### src/rtl/square_iter.sv
// square_iter: iterative shift-add squarer, y = x*x.
//
// Squares the unsigned W-bit operand with a single adder. The default build
// consumes one multiplier bit per clock. Defining SQUARE_ITER_RADIX4_EN
// consumes two bits per clock instead and gives identical results in half the
// number of steps.
//
// Handshake: start is sampled only in IDLE or DONE, and x is captured on the
// same edge. busy is high while the unit is stepping. done pulses for exactly
// one cycle, and in that cycle y holds the new result. y keeps the result
// until the next completion. A start that is high during DONE begins the next
// operation with no idle cycle in between.
//
// Ports:
//   clk    in   1     rising-edge clock
//   reset  in   1     asynchronous, active-high reset
//   start  in   1     request strobe
//   x      in   W     unsigned operand
//   busy   out  1     high while stepping (RUN)
//   done   out  1     one-cycle completion pulse
//   y      out  2W    unsigned x*x, registered and held
//
// Parameter W: operand width. It must be even and at least 4.

module square_iter #(
    parameter int W = 16
) (
    input  logic           clk,
    input  logic           reset,
    input  logic           start,
    input  logic [W-1:0]   x,
    output logic           busy,
    output logic           done,
    output logic [2*W-1:0] y
);

    localparam int CW = $clog2(W);

`ifdef SQUARE_ITER_RADIX4_EN
    localparam int            STEP = 2;
    localparam logic [CW-1:0] LAST = CW'(W/2 - 1);
`else
    localparam int            STEP = 1;
    localparam logic [CW-1:0] LAST = CW'(W - 1);
`endif

    typedef enum logic [1:0] {
        S_IDLE = 2'd0,
        S_RUN  = 2'd1,
        S_DONE = 2'd2
    } state_t;

    state_t           state_q, state_d;
    logic [2*W-1:0]   acc_q, acc_d;
    logic [2*W-1:0]   mcand_q, mcand_d;
    logic [W-1:0]     mplier_q, mplier_d;
    logic [CW-1:0]    cnt_q, cnt_d;
    logic [2*W-1:0]   y_q, y_d;
    logic             busy_q, busy_d;
    logic             done_q, done_d;

    logic [2*W-1:0]   add_term;
    logic [2*W-1:0]   acc_sum;

    always_comb begin
        state_d  = state_q;
        acc_d    = acc_q;
        mcand_d  = mcand_q;
        mplier_d = mplier_q;
        cnt_d    = cnt_q;
        y_d      = y_q;

        // Partial product selected by the low multiplier bit(s).
        add_term = '0;
`ifdef SQUARE_ITER_RADIX4_EN
        case (mplier_q[1:0])
            2'd1:    add_term = mcand_q;
            2'd2:    add_term = mcand_q << 1;
            2'd3:    add_term = mcand_q + (mcand_q << 1);
            default: add_term = '0;
        endcase
`else
        if (mplier_q[0]) begin
            add_term = mcand_q;
        end
`endif
        // This cannot overflow because (2^W-1)^2 < 2^(2W).
        acc_sum = acc_q + add_term;

        case (state_q)
            S_IDLE, S_DONE: begin
                if (start) begin
                    acc_d    = '0;
                    mcand_d  = {{W{1'b0}}, x};
                    mplier_d = x;
                    cnt_d    = '0;
                    state_d  = S_RUN;
                end else begin
                    state_d  = S_IDLE;
                end
            end
            S_RUN: begin
                acc_d    = acc_sum;
                mcand_d  = mcand_q << STEP;
                mplier_d = mplier_q >> STEP;
                cnt_d    = cnt_q + 1'b1;
                // The final step publishes its own addition directly.
                if (cnt_q == LAST) begin
                    y_d     = acc_sum;
                    state_d = S_DONE;
                end
            end
            default: state_d = S_IDLE;
        endcase

        // Outputs are registered and decoded from the next state.
        busy_d = (state_d == S_RUN);
        done_d = (state_d == S_DONE);
    end

    always_ff @(posedge clk or posedge reset) begin
        if (reset) begin
            state_q  <= S_IDLE;
            acc_q    <= '0;
            mcand_q  <= '0;
            mplier_q <= '0;
            cnt_q    <= '0;
            y_q      <= '0;
            busy_q   <= 1'b0;
            done_q   <= 1'b0;
        end else begin
            state_q  <= state_d;
            acc_q    <= acc_d;
            mcand_q  <= mcand_d;
            mplier_q <= mplier_d;
            cnt_q    <= cnt_d;
            y_q      <= y_d;
            busy_q   <= busy_d;
            done_q   <= done_d;
        end
    end

    assign busy = busy_q;
    assign done = done_q;
    assign y    = y_q;

endmodule

### config.mk
export PLATFORM = sky130hd
export DESIGN_NAME = square_iter
export DESIGN_NICKNAME = d
export VERILOG_FILES = /design/src/rtl/square_iter.sv
export SDC_FILE = /design/constraint.sdc
export NUM_CORES = 1
export LEC_CHECK = 0
export CORE_MARGIN = 10
export CORE_UTILIZATION = 63
export CTS_CLUSTER_DIAMETER = 40
export DETAILED_ROUTE_END_ITERATION = 7
export PLACE_DENSITY_LB_ADDON = 0.08
export SLEW_MARGIN = 20
export SYNTH_ARGS = -nofsm -noshare
export SYNTH_HDL_FRONTEND = slang
export SYNTH_SLANG_ARGS = --single-unit
export TNS_END_PERCENT = 1
### constraint.sdc
create_clock -name clk -period 6 [get_ports clk]
set_input_delay 0.6 -clock clk [delete_from_list [all_inputs] [get_ports clk]]
set_output_delay 0.6 -clock clk [all_outputs]
set_load 0.03 [all_outputs]
; ---- After elaboration in Yosys (flattened, before gate mapping)
; Cells that the tools add are included.
[word_totals]
reg_bits = 120
inputBits = 19
out_inout_bits = 34
elab_cells = 33
[op_classes]
add_sub_neg = 2
n_eq_ne = 6
muxes = 12
n_reduce_logical = 5
[ops]
columns = operator, n
row1 = case mux 32 bit (2 select lines), 2
row2 = 2-to-1 mux 32 bit, 3
row3 = adder 32 bit, 1
row4 = case mux 16 bit (2 select lines), 1
row5 = 2-to-1 mux 16 bit, 1
row6 = case mux 4 bit (2 select lines), 1
row7 = "adder 4 x 1 -> 4 bit, second input constant", 1
row8 = "equality test 2 x 1 -> 1 bit, second input constant", 2
row9 = "equality test 2 bit, second input constant", 2
row10 = "equality test 4 bit, second input constant", 1
row11 = 2-to-1 mux 4 bit, 1
row12 = case mux 2 bit (2 select lines), 1
row13 = AND reduction 2 bit, 2
row14 = logical NOT 2 bit, 1
row15 = 2-to-1 mux 2 bit, 1
row16 = "!= test 2 bit, second input constant", 1
row17 = nonzero test 2 bit, 1
row18 = OR reduction 2 bit, 1
row19 = 2-to-1 mux 1 bit, 1

; ---- Longest topological paths before layout
; Gate-level depths: netlist of the first run.
[logic_depth]
ltp_word = 4
ltp_mapped = 12
depth_no_buf = 11

; ---- Least setup slack after synthesis of the first run
; No wires, ideal clock.
[synth_path]
path_type = reg-to-reg
startpoint = register mplier_q[0]
endpoint = register y_q[31] (netlist: y[31])
setup_time_ns = 0.125
arrival_ns = 2.697
required_ns = 5.875
path_slack_ns = 3.178
stages_incl_launch_ff = 13
n_path_buf = 2
synth_period_minus_slack_ns = 2.822
path_cell_list = dfrtp_1 > clkbuf_1 > and2_1 > ha_1 > buf_4 > nand4_1 > o221a_2 > nand2b_4 > a31oi_4 > a21oi_2 > o31a_1 > xnor3_1 > mux2_4
[synth_between]
elab_chain_cells = 2
[synth_lines]
columns = item, line
row1 = start: declaration, 56  ; logic [W-1:0] mplier_q, mplier_d;
row2 = start signal: assignment, 135  ; mplier_q <= mplier_d;
row3 = 2-to-1 mux 32 bit, 83  ; if (mplier_q[0]) begin
row4 = adder 32 bit, 88  ; acc_sum = acc_q + add_term;
row5 = end signal: assignment, 137  ; y_q <= y_d;
row6 = end: declaration, 58  ; logic [2*W-1:0] y_q, y_d;
; Every way passes these cells.
; A chain may end at the register's enable or synchronous reset.

; ---- Worst setup path in the final report of the first run
[layout_path]
startpoint = register mplier_q[0]
endpoint = register y_q[26] (netlist: y[26])
; The elaborated chain is that of the path after synthesis.

==> results.md, run 1 <==
- WHS Path Cells: 2
- Avg Synthesized Cell Area: about 10 um2
- Worst path slowest cell: dfrtp_1
- Fmax: 285 MHz
- Reg2reg start: mplier_q[0]$_DFFE_PP0P_
- Main flop type after synthesis: dfrtp_1
- Post-synthesis cell type count: 65
- Global-route wire length before repair: about 27000 um
- Setup tns final: 0 ps
- H-tree Lvls: 4
- Slew of the pin with the lowest slew margin: 823 ps
- DRC viols: 0
- Clock Path Buffers: 2
- Finished Core Util: 0.769
- Slew headroom: 0.451
- CP required: 6420 ps
- Critical Path Start: mplier_q[0]$_DFFE_PP0P_
- Max-cap violation count: 0
- Final Setup Violations: 0
- Max Transition Viols Final: 0
- Pwr Density: roughly 600 nW/um2
- Flops & latches, synth: 120
- Initial DRC count: ~420
- Post-cts sizing count: 0
- Final WL: between 15000 and 20000 um
- CTS Buf Count: 17
- Crit path kind: flip-flop to flip-flop
- Die area: 14600 um2
- Hold Path Class: flip-flop to flip-flop
- Share of cells above drive strength 1: 0.0953
- Final ANT Viol Nets: 0
- Dominant cell type by area after synthesis: dfrtp_1
- WP data arrival: 3930 ps
- Port bufs: 52
- Standard cell core area: 9860 um2
- RSZ-0062 raised after global routing: no
- Synth top area cells: dfrtp_1 47%, ha_1 6.2%, a22o_1 6.1%
- Endpoints failing hold: 0
- Total gr overflow: 0
- Outcome: finished, final reports clean
- Largest net degree at the start of global routing: 79
- Most common cell after layout, fill and taps aside: dfrtp_1
- Critical path peak fanout: 33
- Antenna Cells: 0
- Number of flops mapped to enable cells by yosys: 0
- Wirelength per Cell: 19.5 um
- Hold Startpoint: y[5]$_DFFE_PP0P_
- Total GRT Usage: 0.229
- Via/cell ratio: just over 6
- Ys Warns: 0
- Register area share after synthesis: 0.468
- Vias in the first global route: 5211
- R2R Setup Slk: 2490 ps
- CTS root buffer: clkbuf_8
- Gpl congestion: between 0.9 and 1
- Synthesized instance count: between 600 and 700
- Peak per-stage delay on the critical path: approximately 670 ps
- Leak Pwr: ~3.6 nW
- Hpwl dp: 10400 um
- Skew final: 9.77 ps
- Clock-pin slew on the worst setup and hold paths: 60 ps
- Final min period: between 3000 and 4000 ps
- Post-Syn Area: 6420 um2
- Initial antenna violation count: 0
- Top cell type's share of synthesized area: 0.468
- Fill count: 643
- Clk sink count: 120
- Area growth, synth to finish: 18.2%
- Die Span X: 121 um
- CP endpoint kind: flip-flop
- CP startpoint kind: flip-flop
- Largest vdd supply drop: 0.450 mV
- CTS Hold Bufs: 0
- Setup Fix Bufs, Post-CTS: 0
- Row count: 36
- CTS tree: done
- Placement Setup Slack: between 2000 and 3000 ps
- Commonest non-fill, non-tap cells in the layout: 120 x dfrtp_1, 90 x nand2_1, 52 x clkdlybuf4s50_1
- Cells on worst reg2reg path: 11
- I/O Pins: 53
- Initial Utilization: 0.651
- Ys async rst share: 1.00
- Pre-Repair DR Iteration Count: 5
- Crit path cell chain: and2_1, ha_1, fa_1, a21oi_1, o211a_1, o21ai_1, a311oi_1, nor2b_1, a311o_1, xor2_1, mux2_2
- Die height: 121 um
- Later-pin clock latency in the skew report: approximately 540 ps
- Post-synth net total: 682
- Vias: approximately 5100
- Final setup margin: 2490 ps
- Fin crit share: 0.585
- NumNets Final: 721
-- critical path, delay by kind of cell (launching register included) --
kind	cells	cell delay [ps]
compound gates	5	1200
fa+ha+maj	2	630
simple gates	2	470
mux	1	270
xor+xnor	1	160
flops	1	670
-- synth_stat cells (2+ instances only) --
cell and count:
a21oi_1 23, ha_1 32, dfrtp_1 120, a21o_1 10, nor2b_1 5, a22oi_1 2, buf_1 2, nor2_1 29
nand4_1 6, a311oi_1 2, a221o_1 28, xor2_1 13, inv_1 17, buf_6 2, and3_1 2, a41oi_1 2
o221ai_1 2, buf_2 4, nand3_1 8, a22o_1 45, a31oi_1 3, a21oi_2 4, xnor2_1 14, o21ai_0 25
mux2_2 9, o211ai_1 2, and2_1 48, clkbuf_1 28, nor3_1 9, a211oi_1 4, nand2_1 90, o21ai_1 7
-- cell families (layout without fill, tap and decap cells) --
logic type | after synthesis | count (layout) | synth area share
buffers and inverters | 54 | 106 | 0.0353
AND/OR/NAND/NOR | 208 | 208 | 0.157
XOR/XNOR | 28 | 28 | 0.0404
adder cells (fa/ha/maj) | 33 | 33 | 0.0655
AO/OA/AOI/OAI | 176 | 176 | 0.214
flip-flops | 120 | 120 | 0.468
multiplexers | 11 | 11 | 0.0197
-- registers in the layout (all words and copies together) (netlist names) --
register  count
acc_q        32
busy          1
cnt_q         4
done          1
mcand_q      32
mplier_q     16
state_q       2
y            32
-- power breakdown --
part | leakage [nW] | switching [mW] | internal [mW] | total (mW)
clock network | 0.274 | 0.392 | 0.616 | 1.01
registers | 1.54 | 0.266 | 1.15 | 1.42
logic | 1.76 | 1.19 | 0.900 | 2.09
total | 3.57 | 1.84 | 2.67 | 4.51
-- through the flow --
step	instance area [um2]	std cells	total power, mW	hold slack, ps
finish	7580	815	4.51	474
global route	7580	815	4.81	512
CTS	7580	815	4.51	477
detailed placement	7000	783	3.47	462
floorplan	6420	630	2.91	454
global placement	7000	783	3.40	458
-- metal layers --
layer | part of all wire | global-route usage | vias up | wire length (um)
met5 | 0 | 0 | - | 0
met4 | 0.014 | 0.0769 | 0 | 228
met3 | 0.055 | 0.0610 | 18 | 870
met2 | 0.47 | 0.362 | 157 | 7540
met1 | 0.46 | 0.298 | 2544 | 7290
li1 | - | - | 2363 | -
-- worst paths after layout --
kind,endpoint
min,y[5]$_DFFE_PP0P_
max,y[26]$_DFFE_PP0P_
min reg2reg,y[5]$_DFFE_PP0P_
max in group asynchronous,mcand_q[31]$_DFFE_PP0P_
max reg2reg,y[26]$_DFFE_PP0P_
min in group asynchronous,y[8]$_DFFE_PP0P_
-- cell type report --
cell class	count	area, um2	share of cell area
sequential	120	3000	0.396
clock buffer	19	442	0.0582
timing repair buffer	57	558	0.0736
multi-input combinational	456	3200	0.422
clock inverter	13	145	0.0191
inverter	17	66.3	0.00874
tap	133	166	0.0219
No activity file was read; power rests on OpenSTA's default activity.
==> run 2, diff against run 1 <==
- CORE_UTILIZATION: 63 -> 58
- clock period: 6 -> 3.5 ns (I/O delays scaled with it)
==> results.md, run 2 (synthesis gave the netlist of run 1 again) <==
- Multi-input gate area: about 3200 um2
- Share of cells above drive strength 1: 0.0921
- CTS Buf Count: 17
- DRC viols: 0
- Max Transition Viols Final: 0
- Worst path slowest cell: dfrtp_1
- Most common cell after layout, fill and taps aside: dfrtp_1
- Fill count: 856
- Wirelength per Cell: 18.6 um
- Die height: 125 um
- I/O Pins: 53
- Initial Utilization: 0.592
- Hold Path Class: input port to async pin
- Reg-to-Reg End: y[31]$_DFFE_PP0P_
- Post-cts sizing count: 0
- Gpl congestion: 0.901
- CP startpoint kind: flip-flop
- Standard cell core area: 10800 um2
- Reg2reg start: mplier_q[0]$_DFFE_PP0P_
- CTS tree: done
- Sw frac: 0.402
- Hpwl dp: 10700 um
- Logic pwr share: 0.475
- Clock Path Buffers: 2
- Final min period: 3260 ps
- Critical path peak fanout: 20
- Commonest non-fill, non-tap cells in the layout: 120 x dfrtp_1, 90 x nand2_1, 52 x clkdlybuf4s50_1
- Finished Core Util: 0.700
- CTS Hold Bufs: 0
- Die Span X: 125 um
- Initial antenna violation count: 0
- Psw: 3.03 mW
- Via/cell ratio: 6.03
- Setup Fix Bufs, Post-CTS: 0
- FF+latch area: ~3000 um2
- Clk sink count: 120
- Total GRT Usage: 0.199
- Largest net degree at the start of global routing: 96
- Max-cap violation count: 0
- Vias in the first global route: 4942
- CP required: 3920 ps
- Antenna Cells: 0
- Skew final: between 10 and 15 ps
- WP data arrival: 3680 ps
- Pre-Repair DR Iteration Count: 5
- Global-route wire length before repair: about 26000 um
- Setup tns final: 0 ps
- Later-pin clock latency in the skew report: 530 ps
- Slew of the pin with the lowest slew margin: ~820 ps
- P_int: roughly 4.5 mW
- Crit path cell chain: buf_4, and2_1, ha_1, nand2_1, nor3_2, nand4_1, a31oi_4, a21oi_2, o31a_1, xnor3_1, mux2_4
- Crit path kind: flip-flop to flip-flop
- Vias: between 4000 and 5000
- Total gr overflow: 0
- Area growth, synth to finish: 18.3%
- Outcome: finished, final reports clean
- Fmax: 307 MHz
- Endpoints failing hold: 0
- Cells on worst reg2reg path: 11
- Die area: 15700 um2
- Port bufs: 52
- Slew headroom: 0.456
- CTS root buffer: clkbuf_8
- Clock-pin slew on the worst setup and hold paths: 60 ps
- Leak Pwr: 3.59 nW
- Reg power frac: 0.317
- Fin crit share: 0.932
- Final WL: 15300 um
- H-tree Lvls: 4
- RSZ-0062 raised after global routing: no
- Peak per-stage delay on the critical path: 480 ps
- Final ANT Viol Nets: 0
- Row count: 38
- Clock power frac: 0.208
- NumNets Final: 725
- Initial DRC count: between 300 and 400
- Largest vdd supply drop: 0.763 mV
- Final Setup Violations: 0
- Pwr Density: 993 nW/um2
- CP endpoint kind: flip-flop
- R2R Setup Slk: ~240 ps
[run 2: cell types whose count changed in the layout (fill, tap and decap cells not counted), sizes merged]
cell and delta:
buf +4, bufinv -1, clkbuf +3, clkinv +2, clkinvlp -3, inv -3
[run 2: cell type report]
type,count,share of cell area
Multi-Input combinational cell,456,0.422
Inverter,17,0.00890
Clock buffer,22,0.0597
Sequential cell,120,0.396
Tap cell,140,0.0231
Clock inverter,8,0.00989
Timing Repair Buffer,61,0.0808
[run 2: how the worst max path moves through the flow]
stage	slack [ps]	endpoint	cells after the start	startpoint
floorplan	680	y[31]$_DFFE_PP0P_	12	mplier_q[0]$_DFFE_PP0P_
global placement	400	y[31]$_DFFE_PP0P_	11	mplier_q[0]$_DFFE_PP0P_
detailed placement	310	y[31]$_DFFE_PP0P_	11	mplier_q[0]$_DFFE_PP0P_
CTS	250	y[31]$_DFFE_PP0P_	11	mplier_q[0]$_DFFE_PP0P_
global route	20	y[31]$_DFFE_PP0P_	11	mplier_q[0]$_DFFE_PP0P_
finish	240	y[31]$_DFFE_PP0P_	11	mplier_q[0]$_DFFE_PP0P_
[run 2: per-layer routing]
metal	vias to the layer above	wire (um)	global-route usage
met2	133	6910	0.287
met1	2456	7330	0.281
met5	-	0	0
met4	0	150	0.0556
li1	2365	-	-
met3	14	924	0.0617
[run 2: power groups by stage]
stage / sequential (mW) / combinational [mW] / clock (mW)
2_1_floorplan: 2.54 / 2.45 / 0
3_3_place_gp: 2.38 / 3.48 / 0
3_5_place_dp: 2.40 / 3.57 / 0
4_1_cts: 2.39 / 3.59 / 1.60
5_1_grt: 2.47 / 3.94 / 1.67
6_report: 2.39 / 3.58 / 1.57
[run 2: through the flow]
stage	total power, mW	cell area, um2	instances	setup slack (ps)	hold WS [ps]
2_1_floorplan	4.99	6420	630	678	454
3_3_place_gp	5.86	7060	794	404	457
3_5_place_dp	5.96	7060	794	315	463
4_1_cts	7.59	7590	824	249	224
5_1_grt	8.08	7590	824	17.9	265
6_report	7.54	7590	824	238	229
[run 2: critical path: cells and delay by family (launching register included)]
| kind | cells | cell delay [ps] |
|---|---|---|
| buffers and inverters | 1 | 240 |
| XOR/XNOR | 1 | 200 |
| flip-flops | 1 | 480 |
| AO/OA/AOI/OAI | 3 | 830 |
| AND/OR/NAND/NOR | 4 | 760 |
| adder cells (fa/ha/maj) | 1 | 350 |
| multiplexers | 1 | 260 |
==> run 3, diff against run 2 <==
- ABC_AREA: not set -> 1
- CORE_UTILIZATION: 58 -> 59
- HOLD_SLACK_MARGIN: not set -> 0.08
==> results.md, run 3 <==
- Most common library cells after synthesis: 450 x nand2_1, 164 x inv_1, 120 x dfrtp_1, 88 x nand3_1, 37 x nor2_1
- Main flop type after synthesis: dfrtp_1
- Reg2reg start: mplier_q[0]$_DFFE_PP0P_
- Max Transition Viols Final: 0
- Pwr Density: just over 1000 nW/um2
- Pre-Repair DR Iteration Count: 6
- Largest vdd supply drop: 0.741 mV
- Outcome: finished, final reports clean
- CTS Buf Count: 17
- RSZ-0062 raised after global routing: no
- Antenna Cells: 0
- Max-cap violation count: 0
- CTS Hold Bufs: 0
- Die area: 17000 um2
- Wirelength per Cell: 15.0 um
- Ys Warns: 0
- Synthesized instance count: just over 1000
- Slew headroom: 0.486
- Ys async rst share: 1.00
- Final ANT Viol Nets: 0
- Commonest non-fill, non-tap cells in the layout: 450 x nand2_1, 163 x inv_1, 120 x dfrtp_1
- Vias in the first global route: between 6000 and 7000
- Port bufs: 52
- Total GRT Usage: 0.230
- Share of cells above drive strength 1: 0.0585
- Initial DRC count: 615
- CTS root buffer: clkbuf_16
- Largest net degree at the start of global routing: 87
- CP startpoint kind: flip-flop
- Reg-to-Reg End: acc_q[24]$_DFFE_PP0P_
- Hold Path Class: input port to async pin
- Post-Syn Area: 7200 um2
- CP bufs+invs: 2
- Later-pin clock latency in the skew report: 430 ps
- Worst path slowest cell: fa_1
- H-tree Lvls: 4
- Final min period: 2430 ps
- Gpl congestion: 0.956
- Setup tns final: 0 ps
- Hpwl dp: around 14000 um
- Most common cell in the netlist: nand2_1
- Die Span X: 130 um
- CTS tree: done
- Fill count: 1015
- Fin Hold WS: roughly 410 ps
- CP required: around 3800 ps
- Clock-pin slew on the worst setup and hold paths: 60 ps
- Die height: 130 um
- Post-cts sizing count: 0
- Standard cell core area: 12000 um2
- Critical path peak fanout: 32
- Final Setup Violations: 0
- Initial Utilization: 0.602
- WP data arrival: 2740 ps
- Multi-input gate area: roughly 3400 um2
- Top cell type's share of synthesized area: 0.417
- DRC viols: 0
- Skew final: 10.7 ps
- Fmax: 412 MHz
- Slew of the pin with the lowest slew margin: about 770 ps
- Flops & latches, synth: 120
- Cell count along the critical path: 13
- Total gr overflow: 0
- R2R Setup Slk: 1070 ps
- Synth top area cells: dfrtp_1 42%, nand2_1 23%, inv_1 8.5%
- Initial antenna violation count: 0
- Crit-path leading delay family: simple AND/OR/NAND/NOR gates
- Number of flops mapped to enable cells by yosys: 0
- I/O Pins: 53
- Avg Synthesized Cell Area: 6.98 um2
- Vias: between 6000 and 7000
- Clk sink count: 120
- NumNets Final: 1133
- Row count: 40
- Post-synth net total: 1083
- Global-route wire length before repair: 30800 um
- Peak per-stage delay on the critical path: 440 ps
- FF+latch area: 3000 um2
- Setup Fix Bufs, Post-CTS: 0
- Fin crit share: 0.694
- CP endpoint kind: flip-flop
- Crit path cell chain: buf_4, nand2_1, inv_1, ha_1, fa_1, nand3_1, nand3_1, nand2_1, nand2_1, nand3_1, nand4_1, nand3_1, nand2_1
- Final WL: 18600 um
- Endpoints failing hold: 0
- Clock Path Buffers: 2
- Cells on worst reg2reg path: 13
- Leak Pwr: 4.91 nW
- Most common cell after layout, fill and taps aside: nand2_1
- Area growth, synth to finish: 17.3%
- Critical Path Start: mplier_q[0]$_DFFE_PP0P_
- Dominant cell type by area after synthesis: dfrtp_1
- Worst setup endpoint: acc_q[24]$_DFFE_PP0P_
- Crit path kind: flip-flop to flip-flop
- Post-synthesis cell type count: 33
- Via/cell ratio: 5.19
- Register area share after synthesis: 0.417
[run 3: changes by cell type in the layout (fill, tap and decap cells not counted), sizes merged, moves of 24 or more]
cell   previous run  this run
nand2            90       459
a221o            28         0
a22o             45         8
nand3             8        92
o21ai            32         8
inv              16       175
and2             49         0
[run 3: worst reg2reg max path, stage by stage (launching register included)]
cell and delay (ps):
dfrtp_1 380, buf_4 230, nand2_1 100, inv_1 50, ha_1 220, fa_1 440
nand3_1 110, nand3_1 130, nand2_1 90, nand2_1 120, nand3_1 140, nand4_1 130
nand3_1 100, nand2_1 50
[run 3: worst min-delay path by stage]
stage                                  start                        to  slack, ps  cells after the start
finish                                 reset            busy$_DFF_PP0_        410                      2
CTS                                    reset            busy$_DFF_PP0_        440                      2
global route                           reset            busy$_DFF_PP0_        490                      2
detailed placement          y[8]$_DFFE_PP0P_          y[8]$_DFFE_PP0P_        460                      2
floorplan           mplier_q[10]$_DFFE_PP0P_  mplier_q[10]$_DFFE_PP0P_        450                      2
global placement           y[19]$_DFFE_PP0P_         y[19]$_DFFE_PP0P_        460                      2
[run 3: logic make-up after synthesis]
group                      Yosys count  synth area share
adders and majority gates           33            0.0584
xor gates and xnor gates            15            0.0193
DFF                                120             0.417
buffers and inverters              195             0.107
AOI/OAI and AO/OA                   63            0.0542
and+or+nand+nor                    605             0.344
[run 3: layout make-up]
type,instances,area share
Multi-Input combinational cell,716,0.406
Inverter,168,0.0751
Clock inverter,13,0.0185
Timing Repair Buffer,58,0.0699
Sequential cell,120,0.355
Tap cell,147,0.0218
Clock buffer,19,0.0536
[run 3: where the power goes]
part / internal (mW) / switching (mW)
clock network: 1.11 / 0.707
logic: 1.54 / 2.83
registers: 2.05 / 0.409
[run 3: layer usage]
| layer | vias up | wire [um] | GRT usage |
|---|---|---|---|
| met4 | 0 | 213 | 0.0608 |
| met5 | - | 0 | 0 |
| li1 | 3278 | - | - |
| met3 | 15 | 1040 | 0.0455 |
| met2 | 176 | 8280 | 0.346 |
| met1 | 2973 | 9040 | 0.331 |
[run 3: through the flow]
step                      power (mW)  area (um2)   util  setup slack [ps]  std cells
after detailed placement        6.80        7840  0.655              1090       1209
final                           8.65        8450  0.706              1070       1241
after CTS                       8.65        8450  0.706              1070       1241
after floorplan                 5.54        7200      -              1430       1031
after global placement          6.72        7840  0.655              1140       1209
after global routing            9.34        8450  0.706               832       1241
